File: config.mk
export PLATFORM = sky130hd
export DESIGN_NAME = score_keeper
export DESIGN_NICKNAME = d
export VERILOG_FILES = /design/src/rtl/scoreboard_pkg.sv /design/src/rtl/button_debouncer.sv /design/src/rtl/score_keeper.sv
export SDC_FILE = /design/constraint.sdc
export NUM_CORES = 1
export LEC_CHECK = 0
export ABC_AREA = 1
export CAP_MARGIN = 10
export CORE_MARGIN = 1
export CORE_UTILIZATION = 55
export DETAILED_ROUTE_END_ITERATION = 10
export GPL_TIMING_DRIVEN = 1
export PLACE_DENSITY_LB_ADDON = 0.2
export SKIP_LAST_GASP = 1
export SYNTH_ARGS = -nofsm -noshare
export SYNTH_HDL_FRONTEND = slang
export SYNTH_HIERARCHICAL = 1
export SYNTH_SLANG_ARGS = --single-unit
File: constraint.sdc
create_clock -name clk_i -period 1.6 [get_ports clk_i]
set_input_delay 0.24 -clock clk_i [delete_from_list [all_inputs] [get_ports clk_i]]
set_output_delay 0.24 -clock clk_i [all_outputs]
set_load 0.005 [all_outputs]
File: src/rtl/scoreboard_pkg.sv
// Shared definitions for the score keeper and the display path it feeds.
package scoreboard_pkg;

    // Score registers are two-digit binary values on an 8-bit bus.
    localparam int unsigned SCORE_W = 8;
    localparam int unsigned MAX_SCORE_DEFAULT = 99;

    // One-level undo history: which score(s) the last accepted action raised.
    typedef enum logic [1:0] {
        LastNone = 2'd0,
        LastP1   = 2'd1,
        LastP2   = 2'd2,
        LastBoth = 2'd3
    } last_action_e;

    // Decrement that stops at zero.
    function automatic logic [SCORE_W-1:0] sat_dec(input logic [SCORE_W-1:0] value);
        return (value == '0) ? '0 : value - SCORE_W'(1);
    endfunction

endpackage

File: src/rtl/button_debouncer.sv
// Raw button -> 2-flop synchronizer -> debounce counter -> 1-cycle rising-edge pulse.
// The pulse appears DEBOUNCE_CYCLES+3 edges after the first edge sampling a stable high.
module button_debouncer #(
    parameter int unsigned DEBOUNCE_CYCLES = 100000
) (
    input  logic clk_i,
    input  logic rst_ni,
    input  logic btn_i,
    output logic level_o,
    output logic press_o
);

    // Counter only needs to reach DEBOUNCE_CYCLES-1; the flip happens on that edge.
    localparam int unsigned CNT_W = (DEBOUNCE_CYCLES > 1) ? $clog2(DEBOUNCE_CYCLES) : 1;
    localparam logic [CNT_W-1:0] CNT_LAST = CNT_W'(DEBOUNCE_CYCLES - 1);

    logic             sync1_q;
    logic             sync2_q;
    logic             level_q;
    logic             level_d;
    logic             level_prev_q;
    logic             pulse_q;
    logic [CNT_W-1:0] cnt_q;
    logic [CNT_W-1:0] cnt_d;

    // Debounce: count consecutive disagreeing cycles, any agreement restarts at 0.
    always_comb begin
        level_d = level_q;
        cnt_d   = cnt_q;
        if (sync2_q != level_q) begin
            if (cnt_q == CNT_LAST) begin
                level_d = sync2_q;
                cnt_d   = '0;
            end else begin
                cnt_d = cnt_q + CNT_W'(1);
            end
        end else begin
            cnt_d = '0;
        end
    end

    // Synchronizer, debounce state and registered edge pulse.
    always_ff @(posedge clk_i) begin
        if (!rst_ni) begin
            sync1_q      <= 1'b0;
            sync2_q      <= 1'b0;
            level_q      <= 1'b0;
            level_prev_q <= 1'b0;
            pulse_q      <= 1'b0;
            cnt_q        <= '0;
        end else begin
            sync1_q      <= btn_i;
            sync2_q      <= sync1_q;
            level_q      <= level_d;
            level_prev_q <= level_q;
            pulse_q      <= level_q & ~level_prev_q;
            cnt_q        <= cnt_d;
        end
    end

    assign level_o = level_q;
    assign press_o = pulse_q;

endmodule

File: src/rtl/score_keeper.sv
// Two-player score keeper: debounced point/undo/clear buttons, saturating scores,
// one-level undo history and a change pulse for the display controller.
module score_keeper
    import scoreboard_pkg::*;
#(
    parameter int unsigned DEBOUNCE_CYCLES = 100000,
    parameter int unsigned MAX_SCORE       = MAX_SCORE_DEFAULT
) (
    input  logic               clk_i,
    input  logic               rst_ni,
    input  logic               p1_btn_i,
    input  logic               p2_btn_i,
    input  logic               undo_btn_i,
    input  logic               clear_btn_i,
    output logic [SCORE_W-1:0] p1_score_o,
    output logic [SCORE_W-1:0] p2_score_o,
    output logic [1:0]         last_action_o,
    output logic               score_upd_o
);

    localparam logic [SCORE_W-1:0] MAX_VAL = SCORE_W'(MAX_SCORE);

    logic p1_ev, p2_ev, undo_ev, clear_ev;
    logic p1_lvl, p2_lvl, undo_lvl, clear_lvl;

    logic [SCORE_W-1:0] p1_q, p1_d;
    logic [SCORE_W-1:0] p2_q, p2_d;
    last_action_e       last_q, last_d;
    logic               upd_q, upd_d;
    logic               p1_inc, p2_inc;

    button_debouncer #(.DEBOUNCE_CYCLES(DEBOUNCE_CYCLES)) u_db_p1 (
        .clk_i   (clk_i),
        .rst_ni  (rst_ni),
        .btn_i   (p1_btn_i),
        .level_o (p1_lvl),
        .press_o (p1_ev)
    );

    button_debouncer #(.DEBOUNCE_CYCLES(DEBOUNCE_CYCLES)) u_db_p2 (
        .clk_i   (clk_i),
        .rst_ni  (rst_ni),
        .btn_i   (p2_btn_i),
        .level_o (p2_lvl),
        .press_o (p2_ev)
    );

    button_debouncer #(.DEBOUNCE_CYCLES(DEBOUNCE_CYCLES)) u_db_undo (
        .clk_i   (clk_i),
        .rst_ni  (rst_ni),
        .btn_i   (undo_btn_i),
        .level_o (undo_lvl),
        .press_o (undo_ev)
    );

    button_debouncer #(.DEBOUNCE_CYCLES(DEBOUNCE_CYCLES)) u_db_clear (
        .clk_i   (clk_i),
        .rst_ni  (rst_ni),
        .btn_i   (clear_btn_i),
        .level_o (clear_lvl),
        .press_o (clear_ev)
    );

    // Debounced levels are only needed inside the debouncers.
    logic unused_lvl;
    assign unused_lvl = p1_lvl ^ p2_lvl ^ undo_lvl ^ clear_lvl;

    // Saturated presses leave the score alone and are not recorded as actions.
    assign p1_inc = p1_ev && (p1_q < MAX_VAL);
    assign p2_inc = p2_ev && (p2_q < MAX_VAL);

    // Event resolution, priority clear > undo > points.
    always_comb begin
        p1_d   = p1_q;
        p2_d   = p2_q;
        last_d = last_q;
        if (clear_ev) begin
            p1_d   = '0;
            p2_d   = '0;
            last_d = LastNone;
        end else if (undo_ev) begin
            unique case (last_q)
                LastP1:   p1_d = sat_dec(p1_q);
                LastP2:   p2_d = sat_dec(p2_q);
                LastBoth: begin
                    p1_d = sat_dec(p1_q);
                    p2_d = sat_dec(p2_q);
                end
                default:  ;
            endcase
            last_d = LastNone;
        end else if (p1_ev || p2_ev) begin
            if (p1_inc) p1_d = p1_q + SCORE_W'(1);
            if (p2_inc) p2_d = p2_q + SCORE_W'(1);
            if (p1_inc && p2_inc) begin
                last_d = LastBoth;
            end else if (p1_inc) begin
                last_d = LastP1;
            end else if (p2_inc) begin
                last_d = LastP2;
            end
        end
        upd_d = (p1_d != p1_q) || (p2_d != p2_q);
    end

    // Score, history and change-pulse registers.
    always_ff @(posedge clk_i) begin
        if (!rst_ni) begin
            p1_q   <= '0;
            p2_q   <= '0;
            last_q <= LastNone;
            upd_q  <= 1'b0;
        end else begin
            p1_q   <= p1_d;
            p2_q   <= p2_d;
            last_q <= last_d;
            upd_q  <= upd_d;
        end
    end

    assign p1_score_o    = p1_q;
    assign p2_score_o    = p2_q;
    assign last_action_o = last_q;
    assign score_upd_o   = upd_q;

endmodule

==> results_dict.tcl <==
set metrics [dict create \
    clock_path_buffers 2 \
    cell_type_with_the_highest_aggregate_area_in_the_netlist "sky130_fd_sc_hd__dfxtp_1" \
    worstPathArrival_ns 2.13 \
    dpl_cell_area_mm2 0.00727 \
    layout-area-overhead-vs-synth_pct 27.7 \
    grt_remaining_overflow 0 \
    fin_crit_sh_pct 118 \
    die-area_mm2 0.0120 \
    die_width_um 109 \
    pwr_density_cell_mw_per_mm2 604 \
    gr-usage-all-layers_pct 24.8 \
    maximum_number_of_pins_on_one_net_before_global_route_repair 20 \
    synth_cell_type_count 28 \
    nets 1090 \
    number_of_cell_rows 38 \
    rsz0062_at_grt "true" \
    tritoncts.num_buffers 9 \
    register_clock_pin_slew_on_the_reported_worst_setup_and_hold_paths_ns 0.07 \
    totalWireLength_um 14900 \
    finish.instance_area_mm2 0.00810 \
    lkg_pwr_nw 3.41 \
    grt_most_used_layer "met2" \
    ctsHtreeMaxLevel 3 \
    synth_area_leaders "sky130_fd_sc_hd__dfxtp_1 (34%), sky130_fd_sc_hd__nand2_1 (17%), sky130_fd_sc_hd__nor2_1 (7.3%), sky130_fd_sc_hd__nand3_1 (6.8%), sky130_fd_sc_hd__nor2_2 (5.6%)" \
    clk_root_buffer_cell "sky130_fd_sc_hd__clkbuf_16" \
    antenna_violations_before_repair 0 \
    synthesis.area_per_instance_um2 6.63 \
    worst-r2r-cell-count 16 \
    synth_largest_type_area_fraction_pct 33.8 \
    timing.setup.tns_ns -0.382 \
    ir_drop_v 0.000567 \
    clock_latency_ns 0.35 \
    drive_above_1_share_pct 28.9 \
    dr.pass1.iters 5 \
    synth_ff_type "sky130_fd_sc_hd__dfxtp_1" \
    die_height_um 109 \
    drc_errors 0 \
    floorplan.initialDensity_pct 57.5 \
    fill_cells 848 \
    fmax_mhz 529 \
    insertedDiodeCount 0 \
    layout_min_cycle_time_ns 1.89 \
    cap_violations 0 \
    routabilityCongestion 0.927 \
    async_flop_share_pct 0 \
    hold_violations 0 \
    critical_path_startpoint_category "register" \
    drtAntennaViolNets 0 \
    slew_viol_final 0 \
    worstSetupEndpointType "register" \
    grtUsageMet3_pct 3.68 \
    number_of_drc_markers_after_the_initial_detailed_route_iteration 426 \
    gr-usage-met2_pct 39.1 \
    pwr-share-comb_pct 1.6 \
    r2r_setup_slack_ns -0.29 \
    netlist_instances 957 \
    routed_via_density 5.13 \
    rr_startpoint "p1_score_o[1]$_SDFF_PN0_" \
    setup_ws_ns -0.289 \
    edff_count_synth 0 \
    area_used_by_multi_input_combinational_logic_mm2 0.00401 \
    utilization_pct 73.4 \
    fp.coreArea_mm2 0.0110 \
    final.setup_skew_ns 0.00814 \
    grt.met1_usage_pct 34.5 \
    status "complete, but fails checks" \
    rr_endpoint "score_upd_o$_SDFF_PN0_" \
    p_seq_share_pct 54.3 \
    number_of_warning_messages_in_the_yosys_log 6 \
    p_sw_share_pct 23.0 \
    area.sequential_mm2 0.00220 \
    hold_end "u_db_clear/press_o$_SDFF_PN0_" \
    setup-violations-final 3 \
    routed-via-count 6249 \
    design.portCount 25 \
    crit_required_ns 1.84 \
    worstHoldPathType "reg -> reg" \
    syn-cell-area_mm2 0.00635 \
    psw_w 0.00113 \
    buffer_ports.inserted 24 \
    grt_first_pass_wirelength_um 23800 \
    worst-setup-path-type "reg -> reg" \
    cell_internal_pwr_w 0.00377 \
    detail_route.wl_per_cell_um 12.2 \
    final_common_cell "sky130_fd_sc_hd__nand2_1" \
    clockPowerShare_pct 44.1 \
    layout.cells.most_common_list "sky130_fd_sc_hd__nand2_1 (259), sky130_fd_sc_hd__nor2_1 (116), sky130_fd_sc_hd__dfxtp_1 (90), sky130_fd_sc_hd__buf_4 (86), sky130_fd_sc_hd__inv_1 (77)" \
    ys_seq_area_share_pct 33.8 \
    timing.hold.worst_path_depth 1 \
    clock_sink_count 107 \
    number_of_global_route_vias_before_repair 5430 \
    tritoncts "done" \
    tightestPinTransition_ns 0.324 \
    syn_nets 973 \
    worst-path-max-fanout 3 \
    number_of_register_bits_inferred_by_synthesis 107 \
    slew-limit-headroom_pct 78.4 \
    violated_checks "setup timing" \
    dpl.hpwl_um 9930 \
    hp-start "u_db_clear/level_prev_q$_SDFF_PN0_" \
]
[critical path, cell delays in order, from the launching register on]
cell and delay (ns):
sky130_fd_sc_hd__dfxtp_4 0.37, sky130_fd_sc_hd__ha_4 0.16, sky130_fd_sc_hd__buf_4 0.15, sky130_fd_sc_hd__nand3_2 0.07, sky130_fd_sc_hd__nand2_1 0.05, sky130_fd_sc_hd__nand2_1 0.08, sky130_fd_sc_hd__nand3_1 0.13, sky130_fd_sc_hd__nand2_2 0.09
sky130_fd_sc_hd__nand2_2 0.06, sky130_fd_sc_hd__nand2_2 0.09, sky130_fd_sc_hd__nand2_2 0.05, sky130_fd_sc_hd__nand2_2 0.06, sky130_fd_sc_hd__nand3_2 0.06, sky130_fd_sc_hd__nor2_2 0.14, sky130_fd_sc_hd__nand2_1 0.07, sky130_fd_sc_hd__nor2_1 0.09
sky130_fd_sc_hd__nor2_1 0.05
[flip-flops by register name (all words and copies together), names as in the netlist, 2 cells and up]
| name | cells |
|---|---|
| p1_score_o | 8 |
| last_action_o | 2 |
| u_db_undo/cnt_q | 17 |
| u_db_clear/cnt_q | 17 |
| p2_score_o | 8 |
| u_db_p2/cnt_q | 17 |
| u_db_p1/cnt_q | 17 |
[synth_stat cells, types with 2 or more instances]
master / instances
sky130_fd_sc_hd__a21oi_2: 3
sky130_fd_sc_hd__dfxtp_1: 107
sky130_fd_sc_hd__buf_12: 4
sky130_fd_sc_hd__nand3_1: 86
sky130_fd_sc_hd__nor2_1: 124
sky130_fd_sc_hd__xor2_1: 28
sky130_fd_sc_hd__buf_2: 5
sky130_fd_sc_hd__a21oi_1: 35
sky130_fd_sc_hd__nand2_1: 290
sky130_fd_sc_hd__inv_2: 14
sky130_fd_sc_hd__o21ai_0: 20
sky130_fd_sc_hd__nand4_1: 18
sky130_fd_sc_hd__buf_4: 4
sky130_fd_sc_hd__nor3_1: 2
sky130_fd_sc_hd__nand2_2: 19
sky130_fd_sc_hd__inv_1: 83
sky130_fd_sc_hd__nand3b_1: 5
sky130_fd_sc_hd__nor2_4: 12
sky130_fd_sc_hd__nand3_2: 4
sky130_fd_sc_hd__nor2_2: 57
sky130_fd_sc_hd__clkinv_1: 2
sky130_fd_sc_hd__ha_1: 10
sky130_fd_sc_hd__xnor2_1: 14
sky130_fd_sc_hd__nand2_4: 7
[worst max-delay path by stage]
stage | from | end | slack (ns) | cells past startpoint
2_1_floorplan | p2_score_o[1]$_SDFF_PN0_ | score_upd_o$_SDFF_PN0_ | -0.04 | 16
4_1_cts | p2_score_o[0]$_SDFF_PN0_ | score_upd_o$_SDFF_PN0_ | -0.15 | 15
3_3_place_gp | p1_score_o[1]$_SDFF_PN0_ | score_upd_o$_SDFF_PN0_ | -0.26 | 14
6_report | p1_score_o[1]$_SDFF_PN0_ | score_upd_o$_SDFF_PN0_ | -0.29 | 16
3_5_place_dp | p1_score_o[1]$_SDFF_PN0_ | score_upd_o$_SDFF_PN0_ | -0.33 | 14
5_1_grt | p1_score_o[1]$_SDFF_PN0_ | score_upd_o$_SDFF_PN0_ | -0.45 | 16
[layer usage]
layer / share of wire [%] / vias up
li1: - / 3235
met1: 46 / 2787
met2: 46 / 195
met3: 5.8 / 32
met4: 2.0 / 0
met5: 0 / -
[kinds of logic (layout without fill, tap and decap cells)]
family,after synthesis,count (layout),share of synthesized area (%)
compound gates,59,59,4.87
buf+inv,115,237,8.32
xor+xnor,42,42,5.80
simple gates,624,624,45.3
flops,107,107,33.8
fa+ha+maj,10,10,1.97
[power by group through the flow]
stage | Sequential, W | Combinational (W) | Clock (W)
CTS | 0.00266 | 0.0000820 | 0.00219
detailed placement | 0.00274 | 0.0000822 | 0
floorplan | 0.00274 | 0.0000509 | 0
global route | 0.00266 | 0.0000904 | 0.00233
global placement | 0.00274 | 0.0000804 | 0
finish | 0.00266 | 0.0000804 | 0.00216
[metrics by stage]
stage / std cells / hold slack (ns) / setup WS (ns) / total power (W)
finish: 1219 / 0.390 / -0.289 / 0.00489
global route: 1219 / 0.406 / -0.450 / 0.00508
CTS: 1206 / 0.392 / -0.151 / 0.00494
detailed placement: 1182 / 0.377 / -0.334 / 0.00282
global placement: 1182 / 0.370 / -0.259 / 0.00282
floorplan: 957 / 0.333 / -0.0376 / 0.00279
[cell type report]
cell class              count  area share (%)
repair buffers            121            12.8
multi-input cells         735            49.5
inverters                 100            4.94
flip-flops and latches    107            27.1
clock buffers               9            2.78
clock inverters             7           0.710
well taps                 140            2.16
[timing repair]
item,in CTS,in global routing
setup endpoints to repair,19,16
gates resized for setup,63,67
pin swaps,29,41
setup buffers,8,13
hold buffers,0,0
No activity file was read; power rests on OpenSTA's default activity.
==> patch 1: new RTL, same flow settings <==
`SCORE_W`: 8 -> 7.
--- a/src/rtl/scoreboard_pkg.sv
+++ b/src/rtl/scoreboard_pkg.sv
@@ -3,5 +3,5 @@
 
     // Score registers are two-digit binary values on an 8-bit bus.
-    localparam int unsigned SCORE_W = 8;
+    localparam int unsigned SCORE_W = 7;
     localparam int unsigned MAX_SCORE_DEFAULT = 99;
 
Ports: changed (resized p1_score_o and p2_score_o); port bits go from 25 to 23. The function was not compared with the original's and may differ.
==> patch 1 against the unedited design <==
The flow still finishes with violations (setup timing). Utilization is 1.9 points lower. Power shrank 6.7%. Clock power shrank 13%. Synthesized cell count shrank 4.3%. Worst hold slack worse by 3.0 ps. Design area fell by 3.9%. Synthesized area down 2.9%. Count of clock-buffer cells in the layout rose by 1. Setup slack worse by 49 ps. Sequential power fell by 2%. Die area decreased by 2.9%. Sequential cell count decreased by 2. Wire length fell by 0.70%. Combinational power rose by 2%.
==> patch 1: results (changes against the unedited design) <==
Route
  • Initial DRC count: 408 (-4.2%)
  • Drt wl/cell: 12.5 um (+2.0%)

Cells and area
  • Fin nets: 1058 (-2.9%)
  • Cell Count, Final, Fillers Out: 1187 (-2.6%)
  • Share of post-route cells with drive strength above 1: 29.1% (+0.22 points)

Clock tree
  • Post_cts resized: 49 (-22%)
  • Clk_lat worst skew: 390 ps (+40 ps)
  • Clock-pin slew on the worst setup and hold paths: 110 ps (+40 ps)
  • Post-CTS Setup Bufs: 22 (+14)
  • Root Driver: clkbuf_8

STA
  • Setup TNS: -540 ps (-158 ps)
  • Worst setup margin: -338 ps (-48.7 ps)
  • Layout Skew: 18.9 ps (+10.7 ps)
  • Slew headroom: 71.3% (-7.1 points)
  • Final Setup Violations: 5 (+2)

Status
  • Violated checks: setup timing
  • Status: finished, violations left

Worst setup path
  • Max FO, Critical Path: 4 (+1)

Power and ir drop
  • Pint: 3.55 mW (-5.8%)
  • P per Cell Area: 586 nW/um^2 (-3.0%)
  • Leak pwr: 3.26 nW (-4.5%)

Global routing
  • First-pass GRT wire length: 23600 um (-1.1%)
  • Gr usage total: 25.0% (+0.24 points)

Placed design
  • RD Place Congestion: 0.910 (-1.8%)
  • IO Port Bufs: 22 (-8.3%)
-- patch 1: cell count changes in the layout (fill, tap and decap cells not counted), sizes merged, moves of 3 or more --
cell | unedited run | this run
buf | 97 | 108
o21ai | 20 | 16
nand2 | 316 | 293
dlygate4sd2 | 4 | 10
a21oi | 38 | 35
dlymetal6s2s | 10 | 4
nor2 | 193 | 190
inv | 103 | 99
-- patch 1: worst min path at each step --
| stage | endpoint | cells past startpoint | startpoint | slack (ps) |
|---|---|---|---|---|
| 2_1_floorplan | u_db_clear/sync1_q$_SDFF_PN0_ | 2 | rst_ni | 330 |
| 3_5_place_dp | u_db_clear/press_o$_SDFF_PN0_ | 1 | u_db_clear/level_prev_q$_SDFF_PN0_ | 380 |
| 5_1_grt | u_db_p1/press_o$_SDFF_PN0_ | 1 | u_db_p1/level_prev_q$_SDFF_PN0_ | 390 |
| 4_1_cts | u_db_clear/sync1_q$_SDFF_PN0_ | 3 | clear_btn_i | 380 |
| 3_3_place_gp | u_db_undo/press_o$_SDFF_PN0_ | 1 | u_db_undo/level_prev_q$_SDFF_PN0_ | 370 |
| 6_report | u_db_p1/press_o$_SDFF_PN0_ | 1 | u_db_p1/level_prev_q$_SDFF_PN0_ | 390 |
-- patch 1: area by class of cell --
cell class,instances,area [um^2]
clock buffers,10,128
clock inverters,6,101
fillers,878,3100
inverters,97,382
multi-input cells,699,3770
flip-flops and latches,105,2150
well taps,140,175
repair buffers,130,1080
-- patch 1: logic make-up after synthesis --
logic type	synth area share (%)
fa+ha+maj	2.03
xor+xnor	5.69
simple gates	44.9
compound gates	4.49
buf+inv	8.73
flops	34.1
-- patch 1: per-layer routing --
layer	global-route usage [%]	wire, um	vias up
li1	-	-	3118
met4	8.22	408	0
met1	32.5	6590	2842
met3	4.24	695	39
met2	41.9	7110	178
met5	0	0	-
==> patch 2: new RTL, same flow settings <==
Made on the original files. Register the output `p1_score_o` once more; this adds one clock of latency there. The other outputs are not delayed to match.
--- a/src/rtl/score_keeper.sv
+++ b/src/rtl/score_keeper.sv
@@ -119,5 +119,7 @@
     end
 
-    assign p1_score_o    = p1_q;
+    always_ff @(posedge clk_i) begin
+        p1_score_o <= p1_q;
+    end
     assign p2_score_o    = p2_q;
     assign last_action_o = last_q;
Function: no difference found for any inputs over 10 cycles, from zero or initial values and one cycle with rst_ni low; that may be too few to reach the edited logic, so the function may still have changed.
==> patch 2 against the unedited design <==
The flow still finishes with violations (setup timing). Count of clock-buffer cells in the layout grew 8. Setup slack improved by 83 ps. Clock power is 73% higher. Combinational power grew 9.2%. Largest power group is now clock. Synthesized area is 1.2% higher. Wire length shrank 1.3%. Non-clock buffer count up 2. Design area grew 3.9%. Sequential cell count increased by 8. Global-route usage is 0.87 points higher. Power increased by 36%.
==> patch 2: results (changes against the unedited design) <==
Status
  • Status: finished, violations left
  • Violated checks: setup timing

STA
  • Final Setup Violations: 2 (-1)
  • Hold WS: 367 ps (-23.4 ps)
  • Setup TNS: -317 ps (+64.7 ps)
  • Worst setup margin: -206 ps (+83.1 ps)
  • Worst-Margin Slew: 403 ps (+79.7 ps)

Yosys
  • Net Count, Synth: 969 (-0.41%)
  • Synth top area share: 35.8% (+2.1 points)
  • Area contributors post-synth: dfxtp_1 36%, nand2_1 17%, nor2_1 7.3%, nand3_1 6.2%, nor2_2 5.6%
  • Post-synthesis sequential area ratio: 35.8% (+2.1 points)
  • Post-Synth XOR/XNOR Area: 5.86% (+0.066 points)

Global routing
  • Grt met1 use: 34.4% (-0.068 points)
  • First-pass GRT wire length: 24400 um (+2.4%)
  • Met2 Track Usage GR: 40.1% (+0.96 points)
  • Vias in the first global route: 5529 (+1.8%)

Min path
  • Worst Hold Path EP: u_db_p2/sync1_q$_SDFF_PN0_
  • Hold crit path type: in2reg

Clock tree
  • Clock-pin slew on the worst setup and hold paths: 50 ps (-20 ps)
  • Clk_lat worst skew: 410 ps (+60 ps)
  • CTS buffer count: 17 (+8)
  • Post-CTS Setup Bufs: 15 (+7)

Placed design
  • Pre-CTS setup slack: -259 ps (+74.8 ps)
  • Post-DP HPWL: 10000 um (+1.1%)
  • Placed inst area: 7400 um^2 (+1.8%)
  • Placed Cells: 1189 (+0.59%)

Cells and area
  • Share of post-route cells with drive strength above 1: 28.4% (-0.49 points)
  • Final core area utilization: 73.7% (+0.29 points)
  • Fin nets: 1097 (+0.64%)

Worst setup path
  • Cell mode on critical path: nand2_1
  • Max FO, Critical Path: 4 (+1)
  • Flop-to-flop setup slack: -210 ps (+80 ps)
  • Crit path from: p2_score_o[1]$_SDFF_PN0_

Power and ir drop
  • Worst vdd ir: 0.00132 V (+130%)

Route
  • Metal3 WL: 691 um (-20%)
==> patch 2: changes by cell type in the layout (fill, tap and decap cells not counted), moves of 8 or more <==
cell / delta
nand2_1: +16
nand2_2: -13
buf_4: +9
clkbuf_16: +8
dlymetal6s2s_1: -8
==> patch 2: critical path: cells and delay by family, from the launching register on <==
| kind | cells | cell delay (ps) |
|---|---|---|
| and+or+nand+nor | 15 | 1020 |
| DFF | 1 | 360 |
| buffers and inverters | 3 | 300 |
==> patch 2: where the power goes <==
part	internal (mW)	total (mW)	switching, mW	leakage (nW)
Combinational	0.0355	0.0878	0.0523	2.22
Clock	2.30	3.73	1.42	0.285
Sequential	2.85	2.86	0.00669	0.941
Total	5.19	6.68	1.48	3.44
==> patch 2: area by class of cell <==
type / instances / area, um^2
fill: 887 / 3000
clock buffer: 17 / 425
clock inverter: 15 / 154
timing repair buffer: 123 / 1000
inverter: 94 / 372
multi-input combinational: 730 / 3930
tap: 143 / 179
sequential: 115 / 2360
